**config.mk**
```make
export PLATFORM = sky130hd
export DESIGN_NAME = reset_sequencer_flat
export DESIGN_NICKNAME = d
export VERILOG_FILES = /design/src/rtl/reset_sequencer_if.sv /design/src/rtl/reset_sequencer.sv /design/src/flat_wrapper.sv
export SDC_FILE = /design/constraint.sdc
export NUM_CORES = 1
export LEC_CHECK = 0
export ABC_AREA = 1
export CORE_MARGIN = 8
export CORE_UTILIZATION = 30
export DETAILED_ROUTE_END_ITERATION = 7
export GPL_TIMING_DRIVEN = 0
export PLACE_DENSITY_LB_ADDON = 0.1
export SYNTH_ARGS = -nofsm -noshare
export SYNTH_HDL_FRONTEND = slang
export SYNTH_SLANG_ARGS = --single-unit
```
**constraint.sdc**
```tcl
create_clock -name CLK -period 1.51 [get_ports CLK]
set_clock_uncertainty 0.05 [all_clocks]
set_input_delay 0.151 -clock CLK [delete_from_list [all_inputs] [get_ports CLK]]
set_output_delay 0.151 -clock CLK [all_outputs]
set_load 0.05 [all_outputs]
```
**src/rtl/reset_sequencer_if.sv**
```systemverilog
// Handshake bundle between the reset sequencer and its environment:
// per-stage readies and restart request in, per-stage resets and status out.
interface reset_sequencer_if #(
    parameter int unsigned NUM_STAGES = 4
);
    logic [NUM_STAGES-1:0] STAGE_READY;
    logic                  SW_RESET_REQ;
    logic [NUM_STAGES-1:0] STAGE_RESET_N;
    logic                  SEQ_DONE;
    logic                  SEQ_ERROR;
    logic [2:0]            ERR_STAGE;

    modport master (
        output STAGE_READY,
        output SW_RESET_REQ,
        input  STAGE_RESET_N,
        input  SEQ_DONE,
        input  SEQ_ERROR,
        input  ERR_STAGE
    );

    modport slave (
        input  STAGE_READY,
        input  SW_RESET_REQ,
        output STAGE_RESET_N,
        output SEQ_DONE,
        output SEQ_ERROR,
        output ERR_STAGE
    );
endinterface

```
**src/rtl/reset_sequencer.sv**
```systemverilog
// Releases per-domain active-low resets in order, each after a settle delay and,
// for masked stages, only once that stage reports ready; handles timeout and restart.
module reset_sequencer #(
    parameter int unsigned           NUM_STAGES     = 4,
    parameter int unsigned           DELAY_CYCLES   = 16,
    parameter int unsigned           TIMEOUT_CYCLES = 1024,
    parameter logic [NUM_STAGES-1:0] READY_MASK     = NUM_STAGES'(4'b0011),
    parameter int unsigned           CNT_WIDTH      = 16
) (
    input  logic              CLK,
    input  logic              FABRIC_RESET_N,
    reset_sequencer_if.slave  seq
);

    localparam logic [2:0] S_IDLE       = 3'd0;
    localparam logic [2:0] S_DELAY      = 3'd1;
    localparam logic [2:0] S_WAIT_READY = 3'd2;
    localparam logic [2:0] S_DONE       = 3'd3;
    localparam logic [2:0] S_ERROR      = 3'd4;

    logic [NUM_STAGES-1:0] sync1_q, sync1_d;
    logic [NUM_STAGES-1:0] sync2_q, sync2_d;
    logic [2:0]            state_q, state_d;
    logic [2:0]            idx_q, idx_d;
    logic [CNT_WIDTH-1:0]  cnt_q, cnt_d;
    logic [NUM_STAGES-1:0] stage_rst_n_q, stage_rst_n_d;
    logic                  done_q, done_d;
    logic                  error_q, error_d;
    logic [2:0]            err_stage_q, err_stage_d;

    logic [NUM_STAGES-1:0] rdy;
    logic [NUM_STAGES-1:0] sel;
    logic                  last;

    always_comb begin
        sync1_d       = seq.STAGE_READY;
        sync2_d       = sync1_q;
        state_d       = state_q;
        idx_d         = idx_q;
        cnt_d         = cnt_q;
        stage_rst_n_d = stage_rst_n_q;
        done_d        = done_q;
        error_d       = error_q;
        err_stage_d   = err_stage_q;

        rdy  = sync2_q;
        // One-hot select of the current stage avoids a variable part-select.
        sel  = {{(NUM_STAGES-1){1'b0}}, 1'b1} << idx_q;
        last = (idx_q == 3'(NUM_STAGES - 1));

        if (seq.SW_RESET_REQ) begin
            state_d       = S_IDLE;
            idx_d         = '0;
            cnt_d         = '0;
            stage_rst_n_d = '0;
            done_d        = 1'b0;
            error_d       = 1'b0;
            err_stage_d   = '0;
        end else begin
            case (state_q)
                S_IDLE: begin
                    state_d = S_DELAY;
                    idx_d   = '0;
                    cnt_d   = '0;
                end
                S_DELAY: begin
                    if (cnt_q == CNT_WIDTH'(DELAY_CYCLES - 1)) begin
                        stage_rst_n_d = stage_rst_n_q | sel;
                        cnt_d         = '0;
                        if (|(READY_MASK & sel)) begin
                            state_d = S_WAIT_READY;
                        end else if (last) begin
                            state_d = S_DONE;
                            done_d  = 1'b1;
                        end else begin
                            idx_d = idx_q + 3'd1;
                        end
                    end else begin
                        cnt_d = cnt_q + 1'b1;
                    end
                end
                S_WAIT_READY: begin
                    if (|(rdy & sel)) begin
                        cnt_d = '0;
                        if (last) begin
                            state_d = S_DONE;
                            done_d  = 1'b1;
                        end else begin
                            state_d = S_DELAY;
                            idx_d   = idx_q + 3'd1;
                        end
                    end else if (cnt_q == CNT_WIDTH'(TIMEOUT_CYCLES - 1)) begin
                        state_d       = S_ERROR;
                        cnt_d         = '0;
                        stage_rst_n_d = stage_rst_n_q & ~sel;
                        error_d       = 1'b1;
                        err_stage_d   = idx_q;
                    end else begin
                        cnt_d = cnt_q + 1'b1;
                    end
                end
                S_DONE: begin
                    // Losing any gated ready pulls every domain back into reset.
                    if ((rdy & READY_MASK) != READY_MASK) begin
                        state_d       = S_IDLE;
                        idx_d         = '0;
                        cnt_d         = '0;
                        stage_rst_n_d = '0;
                        done_d        = 1'b0;
                    end
                end
                S_ERROR: begin
                    state_d = S_ERROR;
                end
                default: begin
                    state_d       = S_IDLE;
                    idx_d         = '0;
                    cnt_d         = '0;
                    stage_rst_n_d = '0;
                    done_d        = 1'b0;
                    error_d       = 1'b0;
                    err_stage_d   = '0;
                end
            endcase
        end
    end

    always_ff @(posedge CLK) begin
        if (!FABRIC_RESET_N) begin
            sync1_q       <= '0;
            sync2_q       <= '0;
            state_q       <= S_IDLE;
            idx_q         <= '0;
            cnt_q         <= '0;
            stage_rst_n_q <= '0;
            done_q        <= 1'b0;
            error_q       <= 1'b0;
            err_stage_q   <= '0;
        end else begin
            sync1_q       <= sync1_d;
            sync2_q       <= sync2_d;
            state_q       <= state_d;
            idx_q         <= idx_d;
            cnt_q         <= cnt_d;
            stage_rst_n_q <= stage_rst_n_d;
            done_q        <= done_d;
            error_q       <= error_d;
            err_stage_q   <= err_stage_d;
        end
    end

    assign seq.STAGE_RESET_N = stage_rst_n_q;
    assign seq.SEQ_DONE      = done_q;
    assign seq.SEQ_ERROR     = error_q;
    assign seq.ERR_STAGE     = err_stage_q;

endmodule

```
**src/flat_wrapper.sv**
```systemverilog
// flat-port wrapper written by rule: the top's interface ports become plain ports
module reset_sequencer_flat 
#(
    parameter int unsigned           NUM_STAGES     = 4,
    parameter int unsigned           DELAY_CYCLES   = 16,
    parameter int unsigned           TIMEOUT_CYCLES = 1024,
    parameter logic [NUM_STAGES-1:0] READY_MASK     = NUM_STAGES'(4'b0011),
    parameter int unsigned           CNT_WIDTH      = 16
)
  (CLK, FABRIC_RESET_N, seq_STAGE_READY, seq_SW_RESET_REQ, seq_STAGE_RESET_N, seq_SEQ_DONE, seq_SEQ_ERROR, seq_ERR_STAGE);
  reset_sequencer_if #(.NUM_STAGES(NUM_STAGES)) seq_i ();
  input  logic CLK;
  input  logic FABRIC_RESET_N;
  input wire logic [$bits(seq_i.STAGE_READY)-1:0] seq_STAGE_READY;
  input wire logic [$bits(seq_i.SW_RESET_REQ)-1:0] seq_SW_RESET_REQ;
  output wire logic [$bits(seq_i.STAGE_RESET_N)-1:0] seq_STAGE_RESET_N;
  output wire logic [$bits(seq_i.SEQ_DONE)-1:0] seq_SEQ_DONE;
  output wire logic [$bits(seq_i.SEQ_ERROR)-1:0] seq_SEQ_ERROR;
  output wire logic [$bits(seq_i.ERR_STAGE)-1:0] seq_ERR_STAGE;
  assign seq_i.STAGE_READY = seq_STAGE_READY;
  assign seq_i.SW_RESET_REQ = seq_SW_RESET_REQ;
  assign seq_STAGE_RESET_N = seq_i.STAGE_RESET_N;
  assign seq_SEQ_DONE = seq_i.SEQ_DONE;
  assign seq_SEQ_ERROR = seq_i.SEQ_ERROR;
  assign seq_ERR_STAGE = seq_i.ERR_STAGE;
  reset_sequencer #(.NUM_STAGES(NUM_STAGES), .DELAY_CYCLES(DELAY_CYCLES), .TIMEOUT_CYCLES(TIMEOUT_CYCLES), .READY_MASK(READY_MASK), .CNT_WIDTH(CNT_WIDTH)) u_core (.CLK(CLK), .FABRIC_RESET_N(FABRIC_RESET_N), .seq(seq_i));
endmodule
```
==> results summary <==
The number of nets in the finished design is 373. The number of placed I/O pins came out at 16. The area enclosed by the die boundary is 9960 µm².

The maximum clock insertion buffer count came out at 2. The number of distinct standard cells referenced by the synthesized netlist came out at 29. The worst hold path terminates at u_core.sync1_q[0]$_SDFF_PN0_. The normalized max-slew margin came out at 63.7%. The count of unresolved DRC violations after routing is 0.

The parity-gate share of the synthesized area counting xor and xnor cells is 2.50%. Buffers placed on the I/O ports in this run total 14. The mean instance size in the synthesized netlist is 6.54 µm².

The quantity of hold-fixing buffers added after cts came out at 0. The worst setup path is captured at a flop. The origin of the worst min-delay path is FABRIC_RESET_N. The power density over cell area came out at 691 nW/µm².

The aggregate global routing overflow is 0. STA classifies the critical path startpoint as a flop. The tightest hold path in the finished design has a slack of 0.0840 ns. The die outline height is 99.8 µm. The post-synthesis to final-layout area growth is 41.9%. The class of the most critical setup path is flop to flop.

Among cell families on the critical path, the largest total delay comes from simple AND/OR/NAND/NOR gates. The worst hold path cell count is 3. The floorplan has 30 rows.

The final-report setup violation count is 26. The register-to-register setup slack came out at -0.1 ns. The number of hold violations in the final report came out at 0. The count of final max-slew check failures came out at 0.

The leakage power total is 1.30 nW. The clock transition at the registers of the reported paths came out at 0.09 ns. The simple-gate share of the synthesized area is 35.8%. The delay of the slowest cell on the worst path came out at 0.38 ns. The post-synthesis cell area came out at 2110 µm².

The arrival time at the worst endpoint is 1.73 ns. The fill cell total of the finished layout came out at 725. The via count of the routed design came out at 2040.

The source of the worst register-to-register timing path is u_core.idx_q[0]$_SDFFE_PP0P_. Detailed placement ended at an HPWL of 3750 µm. The maximum fanout count along the critical path is 5.

The level count of the clock H-tree came out at 2. The smallest setup slack after layout came out at -0.0998 ns. The maximum operating frequency is 621 MHz. Buffers inserted during clock tree synthesis total 5. Of the synthesized area, sequential elements account for 37.1%. The multiplexer area fraction after synthesis came out at 0%. Leaving out fill and tap cells, the most frequent cell in the layout is sky130_fd_sc_hd__nand2_1. The total of max-cap violations is 0. The cell that appears most often on the critical path is sky130_fd_sc_hd__nand2_4. The synthesized netlist devotes 11.6% of its cell area to compound gates. The number of warnings printed during yosys synthesis came out at 0. The checks that failed: negative setup slack. In this run the worst hold path is classified as primary input to flop. Traced cell by cell, the critical path runs through ha_4 > ha_4 > nand2_4 > nand2_4 > inv_2 > nand2_4 > o21ai_4 > nand2_2 > nand2_1 > a21oi_1.

The count of buffering cells on the critical path with inverters included is 1. The run finished, with violations left. The first global-routing pass estimated 8980 µm of wire. The per-cell via count in the routed design came out at 4.46.

Setup repair after global routing could not meet its margin everywhere. The post-layout instance count excluding filler cells is 457. The antenna violation net count after detailed routing came out at 0.

The die width is 99.8 µm. The largest individual stage delay along the critical path comes from the cell sky130_fd_sc_hd__dfxtp_4. The main combinational cell family by area after synthesis is simple AND/OR/NAND/NOR gates. The iteration-0 DRC count of the detailed router is 53. For the pin with the worst max-slew slack, the measured transition is 0.544 ns. The cell total after placement came out at 432. In the final routed layout, each cell accounts on average for 11.7 µm.

The endpoint identified for the worst register-to-register timing path is u_core.seq.SEQ_ERROR$_SDFFE_PP0P_. The share of cells above drive strength 1 is 33.5%. In this run, synthesis produced a sequential element count of 39. The library cell used as clock root buffer is sky130_fd_sc_hd__clkbuf_8. The count of cells along the worst register-to-register path came out at 10. The worst-case IR drop observed on VDD is 0.283 mV. The clock sink count came out at 39.

The number of cells produced by synthesis is 322. The post-layout minimum cycle time is 1.61 ns. The number of nets produced by synthesis came out at 335. In the layout the commonest cells are sky130_fd_sc_hd__nand2_1, sky130_fd_sc_hd__inv_1, sky130_fd_sc_hd__nor2_1, sky130_fd_sc_hd__dfxtp_1. The area of placed instances came out at 2420 µm². Global routing consumed, over all layers together, 11.0% of the routing resources. The worst endpoint required time came out at 1.63 ns. The clock reaches the later pin of the worst-skew pair after 0.30 ns. The antenna diode count came out at 0.

Summing the areas of all fa, ha and maj instances in the mapped netlist gives 3.57% of the synthesized area. The iteration count of the initial detailed-routing pass came out at 4. The area of all placed cells without fillers came out at 2990 µm². The weighted congestion reported at the end of routability-driven placement came out at 0.826.

The initial antenna violation count is 0. The ratio of final minimum period to clock period is 107%. The number of global-route vias before repair is 1895. Entering global routing, the biggest net connects 14 pins. TritonCTS built the clock tree.

The final wirelength is 5340 µm. Once the floorplan was initialized, standard cells occupied 31.0% of the core. After floorplanning, the core was sized to cover 6790 µm².
==> metal layers <==
| layer | track usage, % | wire, µm | vias to the layer above |
|---|---|---|---|
| met5 | 0 | 0 | - |
| met1 | 14.7 | 2730 | 918 |
| met3 | 2.42 | 148 | 7 |
| li1 | - | - | 1089 |
| met2 | 16.9 | 2400 | 26 |
| met4 | 3.84 | 63 | 0 |
==> cells in the mapped netlist <==
| library cell | n | area (µm²) |
|---|---|---|
| sky130_fd_sc_hd__nand2_1 | 91 | 342 |
| sky130_fd_sc_hd__nor2_1 | 43 | 161 |
| sky130_fd_sc_hd__inv_1 | 42 | 158 |
| sky130_fd_sc_hd__dfxtp_1 | 39 | 781 |
| sky130_fd_sc_hd__nand3_1 | 25 | 125 |
| sky130_fd_sc_hd__o21ai_0 | 19 | 95.1 |
| sky130_fd_sc_hd__a21oi_1 | 18 | 90.1 |
| sky130_fd_sc_hd__ha_1 | 6 | 75.1 |
| sky130_fd_sc_hd__xor2_1 | 6 | 52.6 |
| sky130_fd_sc_hd__nand4_1 | 4 | 25.0 |
| sky130_fd_sc_hd__buf_2 | 3 | 15.0 |
| sky130_fd_sc_hd__inv_2 | 3 | 11.3 |
| sky130_fd_sc_hd__nor2_4 | 3 | 33.8 |
| sky130_fd_sc_hd__nor3_1 | 3 | 15.0 |
| sky130_fd_sc_hd__nor2_2 | 2 | 12.5 |
| sky130_fd_sc_hd__o21bai_1 | 2 | 15.0 |
| sky130_fd_sc_hd__a21o_1 | 1 | 7.51 |
| sky130_fd_sc_hd__a21oi_2 | 1 | 8.76 |
| sky130_fd_sc_hd__buf_4 | 1 | 7.51 |
| sky130_fd_sc_hd__clkbuf_1 | 1 | 3.75 |
| sky130_fd_sc_hd__clkinv_1 | 1 | 3.75 |
| sky130_fd_sc_hd__nand2_2 | 1 | 6.26 |
| sky130_fd_sc_hd__nand3_2 | 1 | 10.0 |
| sky130_fd_sc_hd__nor3_2 | 1 | 10.0 |
| sky130_fd_sc_hd__nor3b_1 | 1 | 7.51 |
| sky130_fd_sc_hd__o21ai_1 | 1 | 5.00 |
| sky130_fd_sc_hd__o21ai_4 | 1 | 16.3 |
| sky130_fd_sc_hd__o22ai_1 | 1 | 6.26 |
| sky130_fd_sc_hd__or2_2 | 1 | 6.26 |
==> registers in the layout (all words and copies together), names as in the netlist <==
name / count
u_core.rdy: 4
u_core.seq.STAGE_RESET_N: 4
u_core.sync1_q: 4
u_core.seq.SEQ_ERROR: 1
u_core.cnt_q: 16
u_core.state_q: 3
u_core.seq.ERR_STAGE: 3
u_core.seq.SEQ_DONE: 1
u_core.idx_q: 3
==> kinds of logic after synthesis <==
family,count (synthesis)
xor gates and xnor gates,6
and+or+nand+nor,176
buffers and inverters,51
DFF,39
AOI/OAI and AO/OA,44
adders and majority gates,6
==> how the worst max path moves through the flow <==
stage                                            start                                       end  slack [ns]  cells after the start
final                     u_core.idx_q[0]$_SDFFE_PP0P_         u_core.seq.SEQ_ERROR$_SDFFE_PP0P_        -0.1                     10
after global placement                seq_SW_RESET_REQ  u_core.seq.STAGE_RESET_N[2]$_SDFFE_PP0P_       -0.44                      5
after global routing      u_core.idx_q[1]$_SDFFE_PP0P_         u_core.seq.SEQ_ERROR$_SDFFE_PP0P_       -0.19                     10
after detailed placement              seq_SW_RESET_REQ             u_core.cnt_q[11]$_SDFFE_PP0P_       -0.43                      5
after floorplan           u_core.cnt_q[1]$_SDFFE_PP0P_  u_core.seq.STAGE_RESET_N[2]$_SDFFE_PP0P_      -0.001                      8
after CTS                 u_core.idx_q[0]$_SDFFE_PP0P_         u_core.seq.SEQ_ERROR$_SDFFE_PP0P_       -0.14                     10
==> per-stage QoR <==
step,TNS (ns),utilization (%),worst slack [ns],total power (W)
2_1_floorplan,-0.000979,-,-0.000979,0.00121
3_3_place_gp,-8.35,35.6,-0.440,0.00127
3_5_place_dp,-8.47,35.6,-0.426,0.00127
4_1_cts,-2.58,39.8,-0.144,0.00206
5_1_grt,-4.16,44.0,-0.193,0.00218
6_report,-1.43,44.0,-0.0998,0.00206
==> what timing repair did <==
item,4_1_cts,5_1_grt
setup endpoints to repair,40,31
gates resized for setup,59,54
gates cloned,1,0
pin swaps,19,20
buffers inserted,5,11
==> tightest hold or removal path, cell delays in order <==
cell	delay [ns]
sky130_fd_sc_hd__buf_2	0.15
sky130_fd_sc_hd__nand2_1	0.07
sky130_fd_sc_hd__inv_1	0.03
==> power by group <==
group          leakage, nW  internal (W)  switching, W
logic                0.936      0.000109      0.000166
clock network       0.0402      0.000322      0.000409
registers            0.324       0.00104     0.0000170
total                 1.30       0.00147      0.000593
==> final cells by class <==
| class | instances | area [µm²] | share of cell area [%] |
|---|---|---|---|
| buffer | 5 | 42.5 | 1.42 |
| clock buffer | 5 | 68.8 | 2.30 |
| clock inverter | 3 | 20.0 | 0.670 |
| inverter | 46 | 179 | 5.99 |
| multi-input combinational | 233 | 1480 | 49.6 |
| sequential | 39 | 810 | 27.1 |
| tap | 96 | 120 | 4.02 |
| timing repair buffer | 30 | 265 | 8.88 |
Note: power is estimated with default switching activity, not from simulation.
